==> src/rtl/nmi_irq_ctrl.sv <==
// Interrupt aggregator: synchronises peripheral irqs, latches them as pending, and presents
// a masked, lowest-index-first CPU interrupt with claim/complete over a valid/ready register port.
module nmi_irq_ctrl #(
    parameter int unsigned IRQ_NUM     = 6,
    parameter int unsigned SYNC_STAGES = 2
) (
    input  logic               clk_i,
    input  logic               rst_i,
    input  logic               mem_valid_i,
    input  logic [31:0]        mem_addr_i,
    input  logic [31:0]        mem_wdata_i,
    input  logic [3:0]         mem_wstrb_i,
    output logic [31:0]        mem_rdata_o,
    output logic               mem_ready_o,
    input  logic [IRQ_NUM-1:0] irq_i,
    output logic               irq_o,
    output logic [4:0]         irq_id_o
);

    typedef enum logic [2:0] {
        REG_PENDING  = 3'd0,
        REG_ENABLE   = 3'd1,
        REG_TYPE     = 3'd2,
        REG_CLAIM    = 3'd3,
        REG_COMPLETE = 3'd4
    } reg_sel_e;

    logic [IRQ_NUM-1:0] r_sync [SYNC_STAGES];
    logic [IRQ_NUM-1:0] r_prev;
    logic [IRQ_NUM-1:0] r_pend;
    logic [IRQ_NUM-1:0] r_en;
    logic [IRQ_NUM-1:0] r_type;
    logic [IRQ_NUM-1:0] r_inserv;
    logic               r_ready;
    logic [31:0]        r_rdata;
    logic               r_irq;
    logic [4:0]         r_id;

    logic [IRQ_NUM-1:0] w_s;
    logic [IRQ_NUM-1:0] w_elig;
    logic [IRQ_NUM-1:0] w_claim_oh;
    logic [IRQ_NUM-1:0] w_cmpl_oh;
    logic [IRQ_NUM-1:0] w_pend_nxt;
    logic [4:0]         w_id;
    logic [31:0]        w_rdata;
    logic               w_access;
    logic               w_write;
    logic               w_claim;
    reg_sel_e           w_sel;

    assign w_s      = r_sync[SYNC_STAGES-1];
    assign w_elig   = r_pend & r_en & ~r_inserv;
    assign w_access = mem_valid_i & ~r_ready;
    assign w_write  = |mem_wstrb_i;
    assign w_sel    = reg_sel_e'(mem_addr_i[4:2]);
    assign w_claim  = w_access & ~w_write & (w_sel == REG_CLAIM) & (r_id != 5'd0);

    assign mem_ready_o = r_ready;
    assign mem_rdata_o = r_rdata;
    assign irq_o       = r_irq;
    assign irq_id_o    = r_id;

    always_comb begin
        w_id       = '0;
        w_claim_oh = '0;
        w_cmpl_oh  = '0;
        w_pend_nxt = r_pend;
        for (int unsigned i = 0; i < IRQ_NUM; i++) begin
            if (w_elig[i] && w_id == 5'd0)
                w_id = 5'(i + 1);
            w_claim_oh[i] = w_claim && (r_id == 5'(i + 1));
            w_cmpl_oh[i]  = w_access && w_write && (w_sel == REG_COMPLETE) && mem_wstrb_i[0]
                            && (mem_wdata_i[4:0] == 5'(i + 1));
            // Level sources mirror the synchroniser; for edge sources a new edge beats a claim.
            if (!r_type[i])
                w_pend_nxt[i] = w_s[i];
            else if (w_s[i] && !r_prev[i])
                w_pend_nxt[i] = 1'b1;
            else if (w_claim_oh[i])
                w_pend_nxt[i] = 1'b0;
        end
    end

    always_comb begin
        w_rdata = '0;
        case (w_sel)
            REG_PENDING:  w_rdata[IRQ_NUM-1:0] = r_pend;
            REG_ENABLE:   w_rdata[IRQ_NUM-1:0] = r_en;
            REG_TYPE:     w_rdata[IRQ_NUM-1:0] = r_type;
            REG_CLAIM:    w_rdata[4:0]         = r_id;
            REG_COMPLETE: w_rdata[IRQ_NUM-1:0] = r_inserv;
            default:      w_rdata              = '0;
        endcase
    end

    always_ff @(posedge clk_i or posedge rst_i) begin
        if (rst_i) begin
            for (int unsigned k = 0; k < SYNC_STAGES; k++)
                r_sync[k] <= '0;
            r_prev   <= '0;
            r_pend   <= '0;
            r_en     <= '0;
            r_type   <= '0;
            r_inserv <= '0;
            r_ready  <= 1'b0;
            r_rdata  <= '0;
            r_irq    <= 1'b0;
            r_id     <= '0;
        end else begin
            r_sync[0] <= irq_i;
            for (int unsigned k = 1; k < SYNC_STAGES; k++)
                r_sync[k] <= r_sync[k-1];
            r_prev   <= w_s;
            r_pend   <= w_pend_nxt;
            r_inserv <= (r_inserv | w_claim_oh) & ~w_cmpl_oh;
            r_irq    <= |w_elig;
            r_id     <= w_id;
            r_ready  <= w_access;
            r_rdata  <= w_access ? w_rdata : 32'd0;
            for (int unsigned i = 0; i < IRQ_NUM; i++) begin
                if (w_access && mem_wstrb_i[i >> 3]) begin
                    if (w_sel == REG_ENABLE)
                        r_en[i] <= mem_wdata_i[i];
                    if (w_sel == REG_TYPE)
                        r_type[i] <= mem_wdata_i[i];
                end
            end
        end
    end

endmodule

==> config.mk <==
export PLATFORM = sky130hd
export DESIGN_NAME = nmi_irq_ctrl
export DESIGN_NICKNAME = d
export VERILOG_FILES = /design/src/rtl/nmi_irq_ctrl.sv
export SDC_FILE = /design/constraint.sdc
export NUM_CORES = 1
export LEC_CHECK = 0
export ABC_AREA = 1
export ABC_CLOCK_PERIOD_IN_PS = 1720
export CORE_MARGIN = 2
export CORE_UTILIZATION = 60
export DETAILED_ROUTE_END_ITERATION = 12
export DONT_BUFFER_PORTS = 1
export GPL_TIMING_DRIVEN = 0
export PLACE_DENSITY = 0.76
export SYNTH_ARGS = -nofsm -noshare
export SYNTH_HDL_FRONTEND = slang
export SYNTH_SLANG_ARGS = --single-unit
export TNS_END_PERCENT = 5
==> constraint.sdc <==
create_clock -name clk_i -period 1.72 [get_ports clk_i]
set_input_delay 0 -clock clk_i [delete_from_list [all_inputs] [get_ports clk_i]]
set_output_delay 0 -clock clk_i [all_outputs]
set_load 0.1 [all_outputs]
### After elaboration in Yosys (flattened, before gate mapping)

Cells that the tools add are included.

| cells by class | value |
|---|---|
| equality and inequality tests | 22 |
| muxes and demuxes | 27 |
| bitwise gates (word level) | 12 |
| reduce and logical (&&, ||, !) cells | 44 |

Operators with widths:

| operator | number |
|---|---|
| $eq 5x3->1 const B | 6 |
| $logic_and 1x1->1 | 27 |
| $logic_not 5->1 | 5 |
| $pmux 5 s5 | 1 |
| $eq 5x2->1 const B | 4 |
| $mux 5 | 4 |
| $mux 1 | 19 |
| $and 6x6->6 | 3 |
| $ne 3x1->1 const B | 6 |
| $not 6->6 | 2 |
| $eq 5x1->1 const B | 2 |
| $eq 3x2->1 const B | 2 |
| $logic_not 1->1 | 6 |
| $mux 6 | 1 |
| $or 6x6->6 | 1 |
| $reduce_or 6->1 | 1 |
| $reduce_bool 5->1 | 1 |
| $and 1x1->1 | 4 |
| $pmux 1 s4 | 1 |
| $reduce_and 2->1 | 2 |
| $reduce_or 4->1 | 1 |
| $eq 3x1->1 const B | 1 |
| $eq 3x3->1 const B | 1 |
| $logic_not 3->1 | 1 |
| 2 further kinds | 3 |

| word-level totals | value |
|---|---|
| bits in registers | 55 |
| bits of input ports | 77 |
| output and inout bits | 39 |
| word-level logic and storage cells | 121 |

### Longest topological paths before layout

Gate-level depths: netlist of the first run.

| depth | value |
|---|---|
| depth after elaboration | 18 |
| depth in mapped cells | 8 |
| depth with buffers taken out | 7 |

### Worst setup path before layout of the first run

No wires, ideal clock.

| timing path | value |
|---|---|
| path kind | flip-flop to flip-flop |
| start point | register r_id[2] (netlist: irq_id_o[2]) |
| end point | register r_pend[3] |
| arrival | 1.743 ns |
| setup slack | -0.140 ns |
| stages on the path, launching flop included | 9 |
| path buffers | 1 |
| clock period less this slack | 1.860 ns |
| cell sequence | dfrtp_1 -> buf_2 -> inv_2 -> nand2_2 -> nand2_2 -> nor2_4 -> nand3_1 -> nand2_1 -> nand2_1 |

| between the ends | value |
|---|---|
| word-level cells in the longest chain between the ends | 4 |
| elaborated cells on any way between the ends | 5 |

Ends and longest elaborated chain:

| what | RTL line | source |
|---|---|---|
| from (decl) | 37 | `logic [4:0] r_id;` |
| from (signal assigned) | 117 | `r_id <= w_id;` |
| $reduce_bool 5->1 | 56 | `assign w_claim = w_access & ~w_write & (w_sel == REG_CLAIM) & (r_id != 5'd0);` |
| $and 1x1->1 | 56 |  |
| $logic_and 1x1->1 * | 71 | `w_claim_oh[i] = w_claim && (r_id == 5'(i + 1));` |
| $ne 3x1->1 (no line) * | - |  |
| to (signal assigned) | 114 | `r_pend <= w_pend_nxt;` |
| to (decl) | 30 | `logic [IRQ_NUM-1:0] r_pend;` |

Mark *: on every way between the ends. The rest lies on a longest branch, timed or not.
A chain may end at the register's enable or synchronous reset.

### Worst setup path in the final report of the first run

| timing path | value |
|---|---|
| start point | register r_id[2] (netlist: irq_id_o[2]) |
| end point | register r_pend[1] |

Same word-level chain as after synthesis.

==> out/metrics.csv, run 1 <==
metric;value;unit
die_h;68.9;um
path_class;reg2reg;
globalRouteOverflowTotal;0;
period_minus_slack;1.64;ns
track_usage;0.256;
wl_per_cell;13.4;um
period_share;0.955;
synth-seq-cells;53;
ys_warn_count;0;
num_rows;23;
antenna_found_initial;0;
crit_arrival;1.84;ns
cts.sinks;53;
dp_slack;-0.214;ns
drc;0;
die-area;0.00474;sq mm
ios;116;
final_util;0.757;
syn_avg_cell_area;8.55;sq um
seq_area_frac_synth;0.526;
final_nets;424;
die_w;68.9;um
final_cell_count_no_fill;398;
skew;0.00561;ns
postRouteAntennaNets;0;
cp_max_fo;8;
dp_cells;373;
nFillCells;278;
synthTopCellsByArea;dfrtp_1 (53%), nand2_1 (11%), buf_4 (8.3%);
finalSetupViolations;0;
drtIter0Drc;104;
vdd_drop_max;0.813;mV
holdWs;0.0578;ns
portBuffers;0;
synthSimpleGateAreaFrac;0.259;
cts_tree;yes;
status;finished, final reports clean;
r2r.worst_path.cells;8;
coreArea;0.00403;sq mm
clock_path_buffers;2;
synth_mux_area_frac;0;
grt_pass1_vias;1857;
place_congestion;0.905;
syn_inst;295;
max_slew_margin;0.420;
finalHoldViolCount;0;
dp_hpwl;3930;um
p_leak;1.60;nW
cp-startpoint;irq_id_o[2];
syn2layout_area_growth;20.8;%
yosysTopAreaCell;dfrtp_1;
worst_hold_path_type;in2reg;
start_util;0.626;
clockRootBuffer;clkbuf_8;
power.total;0.00315;W
synthAdderAreaFrac;0;
setup_slack;0.0777;ns
cts_setup_buffers;0;
syn_area;0.00252;sq mm
crit_end;r_pend[1];
htreeDepth;2;
synth-xor-area-share;0;
grt_max_degree;32;
cts-buffers-inserted;5;
grt_setup_unrepaired;true;
wl;5350;um
yosys.area.top_type_share;0.526;
drv_cap;0;
drt_pass1_iterations;4;
insertion_delay;0.31;ns
synth_compound_area_frac;0.0679;
crit_path_start_kind;flop;
power_density;1030;mW/mm^2
cp-end-kind;flop;
timing.rr.start;irq_id_o[2];
synth_top_family_by_area;simple AND/OR/NAND/NOR gates;
vias;1937;
synthDistinctLibCells;24;
drt-vias-per-instance;4.87;
timing.rr.end;r_pend[1];
clkSlewWorstSetupHoldPaths;0.09;ns
drive_above_1_share;0.207;
slew_violations;0;
grt_pass1_wl;8450;um
crit_required;1.92;ns
regToRegSetupSlack;0.08;ns
tightest_slew;0.871;ns
fmax;609;MHz
num_antenna_cells;0;
[cell usage after synthesis]
cell type	instances
buf_2	1
a31oi_1	1
o22ai_1	2
inv_2	4
nand2_2	7
dfrtp_1	53
buf_6	2
nand3_1	19
conb_1	1
nor2_2	2
a21oi_1	9
inv_1	31
o21ai_1	7
o21ai_0	4
buf_4	28
or2_2	1
o21ai_2	6
nor2_1	25
nand3_2	1
nand4_1	5
nor3_1	8
nor3_4	1
nor2_4	2
nand2_1	75
[report_power, final]
part	total [W]	switching [W]	leakage [nW]	internal, W
combinational	0.000616	0.000453	0.898	0.000164
clock	0.000981	0.000404	0.0681	0.000578
sequential	0.00155	0.000189	0.631	0.00136
[per-layer routing]
metal,vias to the layer above,global-route usage,wire length [um],part of all wire
li1,974,-,-,-
met2,76,0.439,2610,0.49
met5,-,0,0,0
met4,0,0.0907,119,0.022
met3,11,0.0568,327,0.061
met1,876,0.319,2290,0.43
[how the worst min path moves through the flow]
| stage | endpoint | cells after the start | from |
|---|---|---|---|
| final | r_type[3] | 5 | mem_wstrb_i[0] |
| after global routing | r_type[3] | 5 | mem_wstrb_i[0] |
| after CTS | r_type[3] | 5 | mem_wstrb_i[0] |
| after detailed placement | r_sync[10] | 1 | rst_i |
| after global placement | r_sync[9] | 0 | irq_i[3] |
| after floorplan | r_sync[10] | 0 | irq_i[4] |
[area by class of cell]
class	count	area (sq um)	share of cell area
plain buffers	31	244	0.0800
clock buffers	5	68.8	0.0226
inverters	35	131	0.0431
repair buffers	18	190	0.0624
well taps	50	62.6	0.0205
clock inverters	3	65.1	0.0213
flip-flops and latches	53	1340	0.438
multi-input cells	203	950	0.312
[what timing repair did]
| item | in CTS | in global routing |
|---|---|---|
| endpoints found under the setup margin | 24 | 14 |
| hold buffers | 17 | 0 |
| endpoints found under the hold margin | 84 | 0 |
| gates resized for setup | 6 | 5 |
[worst max-delay path, cell delays in order (launching register included)]
cell and delay (ns):
dfrtp_4 0.63, buf_6 0.18, inv_2 0.08, nand2_2 0.13, nand2_2 0.08, nor2_4 0.17
nand3_1 0.11, nand2_1 0.09, nand2_1 0.06
[state kept, by name (all words and copies together), names as in the netlist]
name / flops
r_en: 6
r_prev: 6
r_inserv: 6
mem_ready_o: 1
r_sync: 6
r_pend: 6
r_type: 6
mem_rdata_o: 6
irq_o: 1
w_s: 6
irq_id_o: 3
[per-stage QoR]
step	setup TNS, ns	cell area [sq um]
CTS	0	3020
global route	-0.0159	3050
global placement	-4.84	2690
detailed placement	-3.12	2710
floorplan	0	2630
finish	0	3050
[kinds of logic after synthesis]
kind of cell | Yosys count
AND/OR/NAND/NOR | 146
other | 1
buffers and inverters | 66
flip-flops | 53
AO/OA/AOI/OAI | 29
[placed cells by master (no fill, tap or decap), types with 3 or more instances in the layout]
| cell type | n |
|---|---|
| inv_1 | 30 |
| nand3_1 | 19 |
| nor3_1 | 5 |
| dlygate4sd3_1 | 17 |
| clkbuf_8 | 5 |
| inv_2 | 5 |
| nand2_2 | 7 |
| nor3_2 | 3 |
| o21ai_0 | 4 |
| o21ai_2 | 6 |
| nand2_1 | 75 |
| a21oi_1 | 9 |
| conb_1 | 28 |
| nor2_4 | 3 |
| nand4_1 | 5 |
| nor2_1 | 25 |
| dfrtp_1 | 49 |
| buf_4 | 28 |
| o21ai_1 | 7 |
| buf_6 | 3 |
(Power assumes the default switching activity.)
==> run 2, diff against run 1 <==
Settings changed: CAP_MARGIN from default to 30, CELL_PAD_IN_SITES_DETAIL_PLACEMENT from default to 1, CELL_PAD_IN_SITES_GLOBAL_PLACEMENT from default to 1, CORE_UTILIZATION 60 to 44, PLACE_DENSITY 0.76 to default, PLACE_DENSITY_LB_ADDON from default to 0.1.
==> out/metrics.csv, run 2 (synthesis results as in run 1) <==
metric;value;unit;change
grt_max_degree;37;;+16%
track_usage;0.204;;-0.0517
min_to;r_inserv[1];;
crit_chain;inv_1, nand2_2, nor2_4, nand2_2, nor3_1, a21oi_1;;
hold_depth;4;;-1
portBuffers;0;;unchanged
postRouteAntennaNets;0;;unchanged
drt-vias-per-instance;4.68;;-3.9%
pwr-share-seq;0.529;;+0.036
critPathMaxStageDelay;0.64;ns;about the same
clock_path_buffers;2;;unchanged
fmax;596;MHz;-2.2%
path_class;reg2reg;;
area.sequential;0.00134;sq mm;+0.19%
nFillCells;666;;+140%
vias;1965;;+1.4%
globalRouteOverflowTotal;0;;unchanged
drc;0;;unchanged
htreeDepth;2;;unchanged
p_int;0.00189;W;-10%
die_h;79.7;um;+16%
stdcell_area;0.00304;sq mm;-0.16%
syn2layout_area_growth;20.6;%;
max_slew_margin;0.411;;-0.00839
tightest_slew;0.884;ns;+0.0126 ns
ios;116;;unchanged
clockRootBuffer;clkbuf_8;;
place_congestion;0.827;;-8.6%
cts-buffers-inserted;5;;unchanged
num_antenna_cells;0;;unchanged
cpMostUsedCell;nand2_2;;
final_util;0.553;;-0.204
sw_frac_of_total;0.356;;+0.0242
grt_pass1_vias;2018;;+8.7%
drv_cap;0;;unchanged
crit_required;1.91;ns;about the same
clkSlewWorstSetupHoldPaths;0.10;ns;about the same
cts_setup_buffers;0;;unchanged
combPwrFrac;0.210;;+0.014
coreArea;0.00551;sq mm;+37%
placed_area;0.00274;sq mm;+1.0%
drt_pass1_iterations;4;;unchanged
die-area;0.00636;sq mm;+34%
timing.rr.end;r_inserv[4];;
dp_cells;395;;+5.9%
final_cell_mix;nand2_1 (75), dfrtp_1 (49), inv_1 (30), buf_4 (28), conb_1 (28);;
finalHoldViolCount;0;;unchanged
cp_max_fo;9;;+1
cpMaxStageDelayCell;dfrtp_4;;
drive_above_1_share;0.207;;unchanged
period_share;0.976;;+0.0211
drtIter0Drc;132;;+27%
crit_path_start_kind;flop;;
grt_pass1_wl;9760;um;+16%
wl;5870;um;+9.7%
r2r.worst_path.cells;6;;-2
cp-end-kind;flop;;
dp_hpwl;4320;um;+10%
clkPwrFrac;0.261;;-0.051
status;finished, final reports clean;;
final_nets;424;;unchanged
multi_input_area;947;sq um;-0.26%
num_rows;27;;+17%
die_w;79.7;um;+16%
slew_violations;0;;unchanged
vdd_drop_max;0.532;mV;-35%
cts_tree;yes;;
power_density;965;mW/mm^2;-6.6%
finalSetupViolations;0;;unchanged
layout_commonest_cell;nand2_1;;
crit_arrival;1.87;ns;+0.03 ns
cts.sinks;53;;unchanged
period_minus_slack;1.68;ns;+0.0363 ns
worstHoldStart;mem_addr_i[3];;
regToRegSetupSlack;0.04;ns;-0.04 ns
start_util;0.458;;-0.168
timing.rr.start;mem_ready_o;;
antenna_found_initial;0;;unchanged
skew;0.0109;ns;+0.00526 ns
worst_hold_path_type;in2reg;;
final_cell_count_no_fill;420;;+5.5%
p_switching;0.00105;W;about the same
insertion_delay;0.32;ns;about the same
wl_per_cell;14.0;um;+4.0%
grt_setup_unrepaired;true;;
p_leak;1.58;nW;-0.92%
run 2: through the flow:
step | worst slack (ns) | power (W) | setup TNS, ns | hold WS [ns]
6_report | 0.0414 | 0.00294 | 0 | 0.00787
3_5_place_dp | -0.265 | 0.00215 | -3.50 | -0.0962
5_1_grt | -0.0306 | 0.00309 | -0.0542 | 0.0108
2_1_floorplan | 0.0265 | 0.00206 | 0 | 0.0314
3_3_place_gp | -0.356 | 0.00213 | -13.29 | 0.0315
4_1_cts | 0.0461 | 0.00295 | 0 | 0.00312
run 2: power groups by stage:
| stage | clock, W | sequential (W) | combinational [W] |
|---|---|---|---|
| finish | 0.000767 | 0.00155 | 0.000618 |
| CTS | 0.000785 | 0.00155 | 0.000617 |
| global placement | 0 | 0.00157 | 0.000563 |
| global route | 0.000841 | 0.00157 | 0.000671 |
| floorplan | 0 | 0.00154 | 0.000522 |
| detailed placement | 0 | 0.00157 | 0.000579 |
run 2: final cells by class:
| cell class | count | share of cell area |
|---|---|---|
| Sequential cell | 53 | 0.440 |
| Clock buffer | 7 | 0.0317 |
| Buffer | 31 | 0.0802 |
| Tap cell | 72 | 0.0296 |
| Inverter | 35 | 0.0432 |
| Clock inverter | 1 | 0.00164 |
| Timing Repair Buffer | 18 | 0.0625 |
| Multi-Input combinational cell | 203 | 0.311 |
run 2: worst max-delay path by stage:
stage	startpoint	endpoint	slack [ns]	cells past startpoint
CTS	mem_ready_o	r_inserv[3]	0.05	6
detailed placement	mem_ready_o	r_inserv[5]	-0.27	6
global route	mem_ready_o	r_inserv[0]	-0.03	6
floorplan	irq_id_o[1]	r_pend[3]	0.03	7
finish	mem_ready_o	r_inserv[4]	0.04	6
global placement	rst_i	irq_id_o[2]	-0.36	1
run 2: repair_timing:
action,in CTS,in global routing
pin swaps,0,0
endpoints found under the setup margin,24,11
endpoints found under the hold margin,84,0
hold buffers,17,0
gates resized for setup,8,4
run 2: metal layers:
metal  part of all wire  wire, um  global-route usage
met5                  0         0                   0
met3              0.051       297              0.0441
met4              0.012        68              0.0593
met1               0.46      2700               0.275
met2               0.48      2800               0.334
run 2: critical path: cells and delay by family, from the launching register on:
kind	cells	cell delay (ns)
buffers and inverters	1	0.13
AOI/OAI and AO/OA	1	0.06
DFF	1	0.64
and+or+nand+nor	4	0.72
==> run 3, diff against run 2 <==
Settings changed: RECOVER_POWER from default to 50, SKIP_LAST_GASP from default to 1.
==> out/metrics.csv, run 3 (synthesis results as in run 1) <==
metric;value;unit;change
drt_pass1_iterations;4;;unchanged
drt-vias-per-instance;4.67;;-0.15%
p_leak;1.60;nW;+1.4%
ios;116;;unchanged
syn2layout_area_growth;21.1;%;
wl;5910;um;+0.78%
wl_per_cell;14.0;um;about the same
tightest_slew;0.877;ns;-0.00652 ns
final_cell_count_no_fill;423;;+0.71%
die_w;79.7;um;unchanged
clkSlewWorstSetupHoldPaths;0.09;ns;about the same
dp_cells;395;;unchanged
fmax;583;MHz;-2.2%
finalHoldViolCount;0;;unchanged
crit_path_start_kind;flop;;
layout_commonest_cell;nand2_1;;
track_usage;0.206;;+0.00121
grt_max_degree;37;;unchanged
insertion_delay;0.31;ns;about the same
dp_hpwl;4320;um;unchanged
start_util;0.458;;unchanged
cts.sinks;53;;unchanged
skew;0.00863;ns;-0.00224 ns
cp-end-kind;flop;;
period_share;0.998;;+0.0217
htreeDepth;2;;unchanged
worst_hold_path_type;in2reg;;
cts-buffers-inserted;5;;unchanged
globalRouteOverflowTotal;0;;unchanged
period_minus_slack;1.72;ns;+0.0373 ns
path_class;reg2reg;;
num_antenna_cells;0;;unchanged
die_h;79.7;um;unchanged
drv_cap;0;;unchanged
portBuffers;0;;unchanged
drive_above_1_share;0.197;;-0.0103
vdd_drop_max;0.531;mV;about the same
cts_setup_buffers;0;;unchanged
drc;0;;unchanged
crit_required;1.91;ns;about the same
place_congestion;0.827;;unchanged
coreArea;0.00551;sq mm;unchanged
vias;1976;;+0.56%
cp_max_fo;6;;-3
die-area;0.00636;sq mm;unchanged
grt_pass1_wl;9800;um;+0.42%
finalSetupViolations;0;;unchanged
num_rows;27;;unchanged
regToRegSetupSlack;0.004;ns;-0.04 ns
grt_setup_unrepaired;true;;
clockRootBuffer;clkbuf_8;;
final_nets;427;;+0.71%
max_slew_margin;0.415;;+0.00434
power_density;961;mW/mm^2;-0.47%
antenna_found_initial;0;;unchanged
grt_pass1_vias;2025;;+0.35%
holdWs;0.00844;ns;+0.000572 ns
slew_violations;0;;unchanged
status;finished, final reports clean;;
dp_slack;-0.265;ns;unchanged
power.total;0.00294;W;about the same
crit_arrival;1.91;ns;+0.04 ns
drtIter0Drc;131;;-0.76%
final_cell_mix;nand2_1 (75), dfrtp_1 (49), inv_1 (31), buf_4 (28), conb_1 (28);;
setup_slack;0.00406;ns;-0.0373 ns
postRouteAntennaNets;0;;unchanged
cts_tree;yes;;
nFillCells;668;;+0.30%
clock_path_buffers;2;;unchanged
## run 3: final timing paths
| path | cells past startpoint | end | from |
|---|---|---|---|
| setup / recovery | 6 | r_inserv[3] | mem_ready_o |
| hold / removal | 4 | r_inserv[1] | mem_addr_i[3] |
| setup reg to reg | 6 | r_inserv[3] | mem_ready_o |
| hold reg to reg | 0 | w_s[4] | r_sync[10] |
| max in group asynchronous | 3 | irq_id_o[2] | rst_i |
| min in group asynchronous | 2 | mem_ready_o | rst_i |
## run 3: per-layer routing
metal | global-route usage | part of all wire
met5 | 0 | 0
met4 | 0.0593 | 0.012
met3 | 0.0441 | 0.047
met2 | 0.336 | 0.48
met1 | 0.276 | 0.46
## run 3: what timing repair did
action / CTS / global route
endpoints found under the hold margin: 84 / 0
hold buffers: 20 / 0
resized for setup: 6 / 2
setup endpoints to repair: 24 / 15
cloned: 0 / 0
pin swaps: 0 / 0
## run 3: where the power goes
part,switching [W],total (W),internal [W]
combinational,0.000453,0.000621,0.000168
clock,0.000399,0.000764,0.000364
sequential,0.000189,0.00155,0.00136
total,0.00104,0.00294,0.00190
## run 3: per-stage QoR
step	TNS (ns)	util	cell area, sq um
floorplan	0	-	2630
global placement	-13.29	0.493	2720
detailed placement	-3.50	0.497	2740
CTS	-0.0502	0.554	3050
global route	-0.514	0.555	3060
finish	0	0.555	3060
## run 3: layout make-up
class / count / area (sq um) / area share
timing repair buffer: 21 / 223 / 0.0729
clock inverter: 1 / 5.00 / 0.00164
multi-input combinational: 203 / 935 / 0.306
buffer: 31 / 240 / 0.0786
clock buffer: 7 / 96.3 / 0.0315
tap: 72 / 90.1 / 0.0295
sequential: 53 / 1340 / 0.437
inverter: 35 / 131 / 0.0430
## run 3: worst max-delay path, cell delays in order (launching register included)
cell     delay [ns]
dfrtp_4        0.63
inv_1          0.11
nand2_2        0.12
nor2_2         0.26
nand2_2        0.15
nor3_1         0.25
a21oi_1        0.06
